**config.mk**
```make
export PLATFORM = sky130hd
export DESIGN_NAME = sequenciador_notas
export DESIGN_NICKNAME = d
export VERILOG_FILES = /design/src/rtl/som_pkg.sv /design/src/rtl/contador_ticks.sv /design/src/rtl/sequenciador_notas.sv
export SDC_FILE = /design/constraint.sdc
export NUM_CORES = 1
export LEC_CHECK = 0
export CAP_MARGIN = 15
export CORE_UTILIZATION = 54
export DETAILED_ROUTE_END_ITERATION = 8
export PLACE_DENSITY = 0.85
export SLEW_MARGIN = 40
export SYNTH_ARGS = -nofsm -noshare
export SYNTH_HDL_FRONTEND = slang
export SYNTH_HIERARCHICAL = 1
export SYNTH_SLANG_ARGS = --single-unit
```
**constraint.sdc**
```tcl
create_clock -name clock -period 5 [get_ports clock]
set_clock_uncertainty 0.2 [all_clocks]
set_input_delay 0.5 -clock clock [delete_from_list [all_inputs] [get_ports clock]]
set_output_delay 0.5 -clock clock [all_outputs]
set_load 0.05 [all_outputs]
```
**src/rtl/som_pkg.sv**
```systemverilog
// Shared definitions for the note playback path: state codes (also used to
// decode db_estado on the display), silence code and default widths.
package som_pkg;

  localparam int unsigned NOTE_W_PADRAO = 4;
  localparam int unsigned ADDR_W_PADRAO = 4;
  localparam int unsigned NOTA_SILENCIO = 0;

  typedef enum logic [2:0] {
    OCIOSO = 3'd0,
    LE_MEM = 3'd1,
    TOCA   = 3'd2,
    PAUSA  = 3'd3,
    PROX   = 3'd4,
    FIM    = 3'd5
  } estado_t;

endpackage

```
**src/rtl/contador_ticks.sv**
```systemverilog
// Tick-enabled counter with synchronous clear; terminal flags a tick that
// lands on the programmed limit.
module contador_ticks #(
  parameter int unsigned WIDTH = 10
) (
  input  logic             clock,
  input  logic             reset,
  input  logic             limpa,
  input  logic             tick,
  input  logic [WIDTH-1:0] limite,
  output logic [WIDTH-1:0] valor,
  output logic             terminal
);

  always_ff @(posedge clock or posedge reset) begin
    if (reset)      valor <= '0;
    else if (limpa) valor <= '0;
    else if (tick)  valor <= valor + WIDTH'(1);
  end

  assign terminal = tick && (valor == limite);

endmodule

```
**src/rtl/sequenciador_notas.sv**
```systemverilog
// Note playback sequencer: plays notes 0..limite from music memory, each for
// DUR_NOTA ticks followed by DUR_PAUSA ticks of silence. Optional idle button
// echo is enabled with `define SEQ_ECO_BOTAO_EN.
module sequenciador_notas
  import som_pkg::*;
#(
  parameter int unsigned NOTE_W    = NOTE_W_PADRAO,
  parameter int unsigned ADDR_W    = ADDR_W_PADRAO,
  parameter int unsigned CNT_W     = 10,
  parameter int unsigned DUR_NOTA  = 500,
  parameter int unsigned DUR_PAUSA = 100
) (
  input  logic              clock,
  input  logic              reset,
  input  logic              iniciar,
  input  logic              abortar,
  input  logic [ADDR_W-1:0] limite,
  input  logic              tick,
  output logic [ADDR_W-1:0] mem_endereco,
  input  logic [NOTE_W-1:0] mem_dado,
  input  logic [NOTE_W-1:0] botoes,
  output logic [NOTE_W-1:0] nota_saida,
  output logic              nota_valida,
  output logic              muda_nota,
  output logic              ocupado,
  output logic              fim,
  output logic [2:0]        db_estado
);

  estado_t           estado, proximo;
  logic [ADDR_W-1:0] endereco, limite_reg;
  logic [CNT_W-1:0]  limite_cnt;
  logic              cnt_limpa, cnt_fim, aceita;
  logic              tem_nota;

  contador_ticks #(.WIDTH(CNT_W)) u_contador (
    .clock    (clock),
    .reset    (reset),
    .limpa    (cnt_limpa),
    .tick     (tick),
    .limite   (limite_cnt),
    .valor    (),
    .terminal (cnt_fim)
  );

  assign limite_cnt = (estado == TOCA) ? CNT_W'(DUR_NOTA - 1) : CNT_W'(DUR_PAUSA - 1);

  always_ff @(posedge clock or posedge reset) begin
    if (reset) estado <= OCIOSO;
    else       estado <= proximo;
  end

  always_comb begin
    proximo   = estado;
    muda_nota = 1'b0;
    fim       = 1'b0;
    cnt_limpa = 1'b1;
    aceita    = 1'b0;
    case (estado)
      OCIOSO: if (iniciar) begin
        proximo = LE_MEM;
        aceita  = 1'b1;
      end
      LE_MEM: proximo = TOCA;
      TOCA: begin
        cnt_limpa = cnt_fim;
        if (cnt_fim) begin
          muda_nota = 1'b1;
          proximo   = PAUSA;
        end
      end
      PAUSA: begin
        cnt_limpa = cnt_fim;
        if (cnt_fim) proximo = (endereco == limite_reg) ? FIM : PROX;
      end
      PROX: proximo = LE_MEM;
      FIM: begin
        fim     = 1'b1;
        proximo = OCIOSO;
      end
      default: proximo = OCIOSO;
    endcase
    if (abortar) begin
      proximo   = OCIOSO;
      muda_nota = 1'b0;
      fim       = 1'b0;
      aceita    = 1'b0;
      cnt_limpa = 1'b1;
    end
  end

  // The address is advanced when leaving PAUSA and held at 0 while idle, so
  // the synchronous memory already presents the next note when LE_MEM ends.
  always_ff @(posedge clock or posedge reset) begin
    if (reset) begin
      endereco   <= '0;
      limite_reg <= '0;
      nota_saida <= '0;
    end else begin
      if (proximo == OCIOSO)                        endereco <= '0;
      else if (estado == PAUSA && proximo == PROX)  endereco <= endereco + ADDR_W'(1);
      if (aceita) limite_reg <= limite;
      if (proximo == TOCA) begin
        if (estado == LE_MEM) nota_saida <= mem_dado;
      end else if (estado == OCIOSO && proximo == OCIOSO) begin
`ifdef SEQ_ECO_BOTAO_EN
        nota_saida <= botoes;
`else
        nota_saida <= '0;
`endif
      end else begin
        nota_saida <= '0;
      end
    end
  end

  assign tem_nota = (nota_saida != NOTE_W'(NOTA_SILENCIO));

`ifdef SEQ_ECO_BOTAO_EN
  assign nota_valida = tem_nota && (estado == TOCA || estado == OCIOSO);
`else
  logic unused_botoes;
  assign unused_botoes = ^botoes;
  assign nota_valida   = tem_nota && (estado == TOCA);
`endif

  assign mem_endereco = endereco;
  assign ocupado      = (estado != OCIOSO);
  assign db_estado    = estado;

endmodule

```
# ---- After elaboration in Yosys (flattened, before gate mapping)
# Cells that the tools add are included.
dict set report totals {
  ff_bits 25
  out_inout_bits 15
  word_cells 50
}
dict set report op_classes {
  eq_ne 10
  add_sub_neg 2
  muxes 23
  n_reduce_logical 10
}
# cell count
set op_table {}
lappend op_table {{$mux W10} 2}
lappend op_table {{$mux W4} 4}
lappend op_table {{$pmux W3 S5} 1}
lappend op_table {{$mux W3} 4}
lappend op_table {{$mux W1} 11}
lappend op_table {{$add A10 B1 Y10 const B} 1}
lappend op_table {{$eq A10 B9 Y1} 1}
lappend op_table {{$eq A3 B2 Y1 const B} 3}
lappend op_table {{$eq A3 B3 Y1 const B} 3}
lappend op_table {{$mux W9} 1}
lappend op_table {{$logic_not A3 Y1} 2}
lappend op_table {{$add A4 B1 Y4 const B} 1}
lappend op_table {{$eq A4 B4 Y1} 1}
lappend op_table {{$reduce_bool A2 Y1} 2}
lappend op_table {{$reduce_bool A4 Y1} 1}
lappend op_table {{$eq A3 B1 Y1 const B} 1}
lappend op_table {{$logic_and A1 B1 Y1} 3}
lappend op_table {{$reduce_bool A3 Y1} 1}
lappend op_table {{$ne A2 B1 Y1 const B} 1}
lappend op_table {{$reduce_or A2 Y1} 1}

# ---- Depth between registers and ports, before layout
dict set report depth {
  ltp_word 11
  depth_mapped 12
  ltp_nobuf 11
}

# ---- By module
# Netlist, hierarchy kept.
# module area_per_inst_um2 instances seq_area_each_um2 cells_each
set modules_own_cells {}
lappend modules_own_cells {sequenciador_notas 839.6 1 375.4 78}
lappend modules_own_cells {contador_ticks 618.1 1 250.2 65}

# ---- Least setup slack after synthesis
# OpenSTA, ideal clock, no wires.
dict set report synth_path {
  path_kind {register to output}
  startpoint {reg estado[2] (netlist: db_estado[2])}
  endpoint {out muda_nota}
  stages_incl_launch_ff 9
  setup_slack_ns 1.253
  arrival_ns 3.047
  required_time_ns 4.300
  cell_sequence {dfrtp_1 buf_2 nor2_1 nand2_1 inv_1 xnor2_1 nand3_1 nor3_1 nor3b_1}
}
dict set report synth_via {
  elab_chain_len 7
}
# item line
set synth_rtl {}
lappend synth_rtl {{start: declaration} sequenciador_notas.sv:30} ;# estado_t estado, proximo;
lappend synth_rtl {{start signal: assignment} sequenciador_notas.sv:50} ;# else estado <= proximo;
lappend synth_rtl {{$eq A3 B2 Y1} sequenciador_notas.sv:46} ;# assign limite_cnt = (estado == TOCA) ? CNT_W'(DUR_NOTA - 1) : CNT_W'(DUR_PAUSA - 1);
lappend synth_rtl {{$mux W9} sequenciador_notas.sv:46}
lappend synth_rtl {{named net limite_cnt[4]} sequenciador_notas.sv:32} ;# logic [CNT_W-1:0] limite_cnt;
lappend synth_rtl {{$eq A10 B9 Y1} contador_ticks.sv:21} ;# assign terminal = tick && (valor == limite);
lappend synth_rtl {{$logic_and A1 B1 Y1} contador_ticks.sv:21}
lappend synth_rtl {{named net cnt_fim} sequenciador_notas.sv:33} ;# logic cnt_limpa, cnt_fim, aceita;
lappend synth_rtl {{$mux W1} sequenciador_notas.sv:67} ;# if (cnt_fim) begin
lappend synth_rtl {{$mux W1} sequenciador_notas.sv:59} ;# case (estado)
lappend synth_rtl {{$mux W1} sequenciador_notas.sv:83} ;# if (abortar) begin
lappend synth_rtl {{end: declaration} sequenciador_notas.sv:24} ;# output logic muda_nota,
# The timed path passes the listed nets, and every way through them passes these cells.

# ---- Worst setup path in the final report
dict set report layout_path {
  startpoint {reg estado[1] (netlist: db_estado[1])}
  endpoint {out muda_nota}
}
# The elaborated chain is that of the path after synthesis.

==> flow_metrics.env <==
export IMPL_clock_latency_ns=0.31
export IMPL_power_leakage_uw=0.0007294
export IMPL_cap_violations=0
export IMPL_cp_end_kind="output pin"
export IMPL_overflow=0
export IMPL_hold_buffers=0
export IMPL_drv_slew=0
export IMPL_core_area_mm2=0.002522
export IMPL_htreeDepth=1
export IMPL_tritoncts="yes"
export IMPL_startpoint_type="register"
export IMPL_p_total_uw=385.3
export IMPL_grt_pass1_vias=1145
export IMPL_synth_ff_type="dfrtp_1"
export IMPL_avgViaCountPerCell=5.724
export IMPL_drive_gt1_frac=0.08671
export IMPL_synth_seq_cells=25
export IMPL_ioPinCount=32
export IMPL_rows=18
export IMPL_ys_top_cells_by_count="dfrtp_1 (25), nor2_1 (15), xnor2_1 (11)"
export IMPL_grt_usage=0.2352
export IMPL_power_switching_uw=107.1
export IMPL_synth_async_reset_ratio=1.000
export IMPL_yosys_area_top_type_share=0.4292
export IMPL_hold_path_class="in -> async"
export IMPL_gp_congestion=0.8251
export IMPL_cts_root_buffer="clkbuf_4"
export IMPL_drt_pre_antenna_iters=4
export IMPL_power_density_mw_per_mm2=216.8
export IMPL_arrival_ns=2.98
export IMPL_yosysMostFrequentCell="dfrtp_1"
export IMPL_largest_register="u_contador/valor"
export IMPL_dpl_hpwl_um=2302
export IMPL_worst_pin_slew_ns=0.7584
export IMPL_outcome="complete, no violations"
export IMPL_cts_resized=0
export IMPL_final_area_mm2=0.001777
export IMPL_cpMaxStageDelayCell="clkdlybuf4s50_1"
export IMPL_tns_ns=0
export IMPL_cell_internal_pwr_uw=278.2
export IMPL_grt_max_degree=16
export IMPL_peakVddDrop_mv=0.2264
export IMPL_hold_viol_final=0
export IMPL_n_antenna_cell=0
export IMPL_crit_type="reg -> out"
export IMPL_cp_required_ns=4.30
export IMPL_path_clk_slew_ns=0.13
export IMPL_final_antenna_net_count=0
export IMPL_clkPwrFrac=0.230
export IMPL_synth_seq_area_share=0.4292
export IMPL_wl_per_cell_um=14.90
export IMPL_start_util=0.5779
export IMPL_yosysTopAreaCell="dfrtp_1"
export IMPL_p_sw_frac=0.2780
export IMPL_yosys_warnings=6
export IMPL_clock_fmax_mhz=271.8
export IMPL_cts_sinks=25
export IMPL_post_route_drc_count=0
export IMPL_die_h_um=53.96
export IMPL_vias=1162
export IMPL_drtIter0Drc=16
export IMPL_synthTopCellsByArea="dfrtp_1 (43%), xnor2_1 (6.6%), xor2_1 (4.2%)"
export IMPL_syn_area_per_cell_um2=10.19
export IMPL_critPathMaxStageDelay_ns=0.85
export IMPL_syn_to_final_growth_pct=21.89
export IMPL_crit_chain="nand2_1 -> inv_1 -> xnor2_1 -> nand3_1 -> nor3_1 -> buf_4 -> nor3b_1 -> clkdlybuf4s50_1"
export IMPL_min_period_ns=3.679
export IMPL_grt_setup_unrepaired="no"
export IMPL_die_area_mm2=0.002911
export IMPL_slew_headroom=0.4933
export IMPL_synth_edff_count=0
export IMPL_clockBufferDepth=2
export IMPL_syn_inst=143
export IMPL_antenna_found_initial=0
export IMPL_comb_power_share=0.193
export IMPL_fin_crit_sh=0.7357
export IMPL_port_buffers=27
export IMPL_fp_dieW_um=53.96
export IMPL_largest_register_ffs=10
export IMPL_drt_wl_total_um=3025
export IMPL_postCtsSetupBuffers=0
export IMPL_syn_area_mm2=0.001458
export IMPL_grt_first_pass_wirelength_um=4850
export IMPL_cts_buffers=3
export IMPL_pwr_share_seq=0.577
export IMPL_setup_viol=0
export IMPL_yosys_cell_types_count=40
export IMPL_fill_cells=213
export IMPL_path_max_fanout=14
export IMPL_placed_area_mm2=0.001750
export IMPL_nNetsFinal=193
==> per-stage QoR <==
stage | hold slack [ns] | instances | utilization | worst slack, ns
final | 0.2756 | 203 | 0.7044 | 1.321
after global routing | 0.2934 | 203 | 0.7044 | 1.099
after global placement | 0.3182 | 199 | 0.6939 | 1.615
after detailed placement | 0.3224 | 199 | 0.6939 | 1.562
after floorplan | 0.1402 | 148 | - | 1.253
after CTS | 0.2780 | 203 | 0.7044 | 1.286
==> cell families after synthesis <==
logic type                 after synthesis  synth area share
and+or+nand+nor                         49            0.1931
AOI/OAI and AO/OA                       25            0.1382
DFF                                     25            0.4292
xor gates and xnor gates                18            0.1082
buffers and inverters                   13           0.04378
muxes                                    9           0.06524
adders and majority gates                2           0.01716
other                                    2          0.005152
==> power by group through the flow <==
stage | Clock, uW | Combinational (uW) | Sequential [uW]
4_1_cts | 91.9 | 74.7 | 222
2_1_floorplan | 0 | 51.5 | 227
6_report | 88.5 | 74.4 | 222
5_1_grt | 99.1 | 81.3 | 224
3_3_place_gp | 0 | 72.2 | 226
3_5_place_dp | 0 | 74.4 | 226
==> cell usage in the layout (no fill, tap or decap), types with 2 or more instances in the layout <==
cell and instances:
clkdlybuf4s50_1 27, dfrtp_1 25, nor2_1 15, xnor2_1 11, xor2_1 7, conb_1 7
inv_1 6, a21oi_1 6, nand4_1 6, o21ai_0 5, mux2i_1 5, nand3_1 5
nand2_1 5, o31ai_1 5, mux2_2 4, or3_1 3, clkbuf_4 3, or4_1 3
nor3b_1 2, nor4_1 2, o41ai_1 2, ha_1 2
==> routing by layer <==
layer  GRT usage  share of wire  vias up
li1            -              -      568
met1      0.2955           0.46      564
met2      0.4033           0.50       26
met3     0.03672          0.036        4
met4     0.08772         0.0089        0
met5           0              0        -
==> layout make-up <==
| cell class | instances | area [um2] | area share |
|---|---|---|---|
| repair buffers | 28 | 277.8 | 0.1563 |
| clock buffers | 4 | 26.28 | 0.01479 |
| inverters | 6 | 22.52 | 0.01268 |
| well taps | 30 | 37.54 | 0.02113 |
| flip-flops and latches | 25 | 625.6 | 0.3521 |
| multi-input cells | 110 | 787.0 | 0.4430 |
==> critical path: cells and delay by family, from the launching register on <==
family                    cells  cell delay (ns)
DFF                           1             0.64
buffers and inverters         3             1.20
and+or+nand+nor               4             0.71
xor gates and xnor gates      1             0.13
==> path summary, 6_finish.rpt <==
check                                               start                               to  slack [ns]  cells after the start
worst min register to register  limite_reg[2]$_DFFE_PP0P_        limite_reg[2]$_DFFE_PP0P_        0.35                      1
worst max register to register     db_estado[1]$_DFF_PP0_  u_contador/valor[9]$_DFFE_PP0P_        1.79                     10
worst max-delay path               db_estado[1]$_DFF_PP0_                        muda_nota        1.32                      8
max in group asynchronous                           reset      mem_endereco[1]$_DFFE_PP0P_        3.88                      2
min in group clock              limite_reg[2]$_DFFE_PP0P_        limite_reg[2]$_DFFE_PP0P_        0.35                      1
worst min-delay path                                reset  u_contador/valor[5]$_DFFE_PP0P_        0.28                      2
Note: power is estimated with default switching activity, not from simulation.
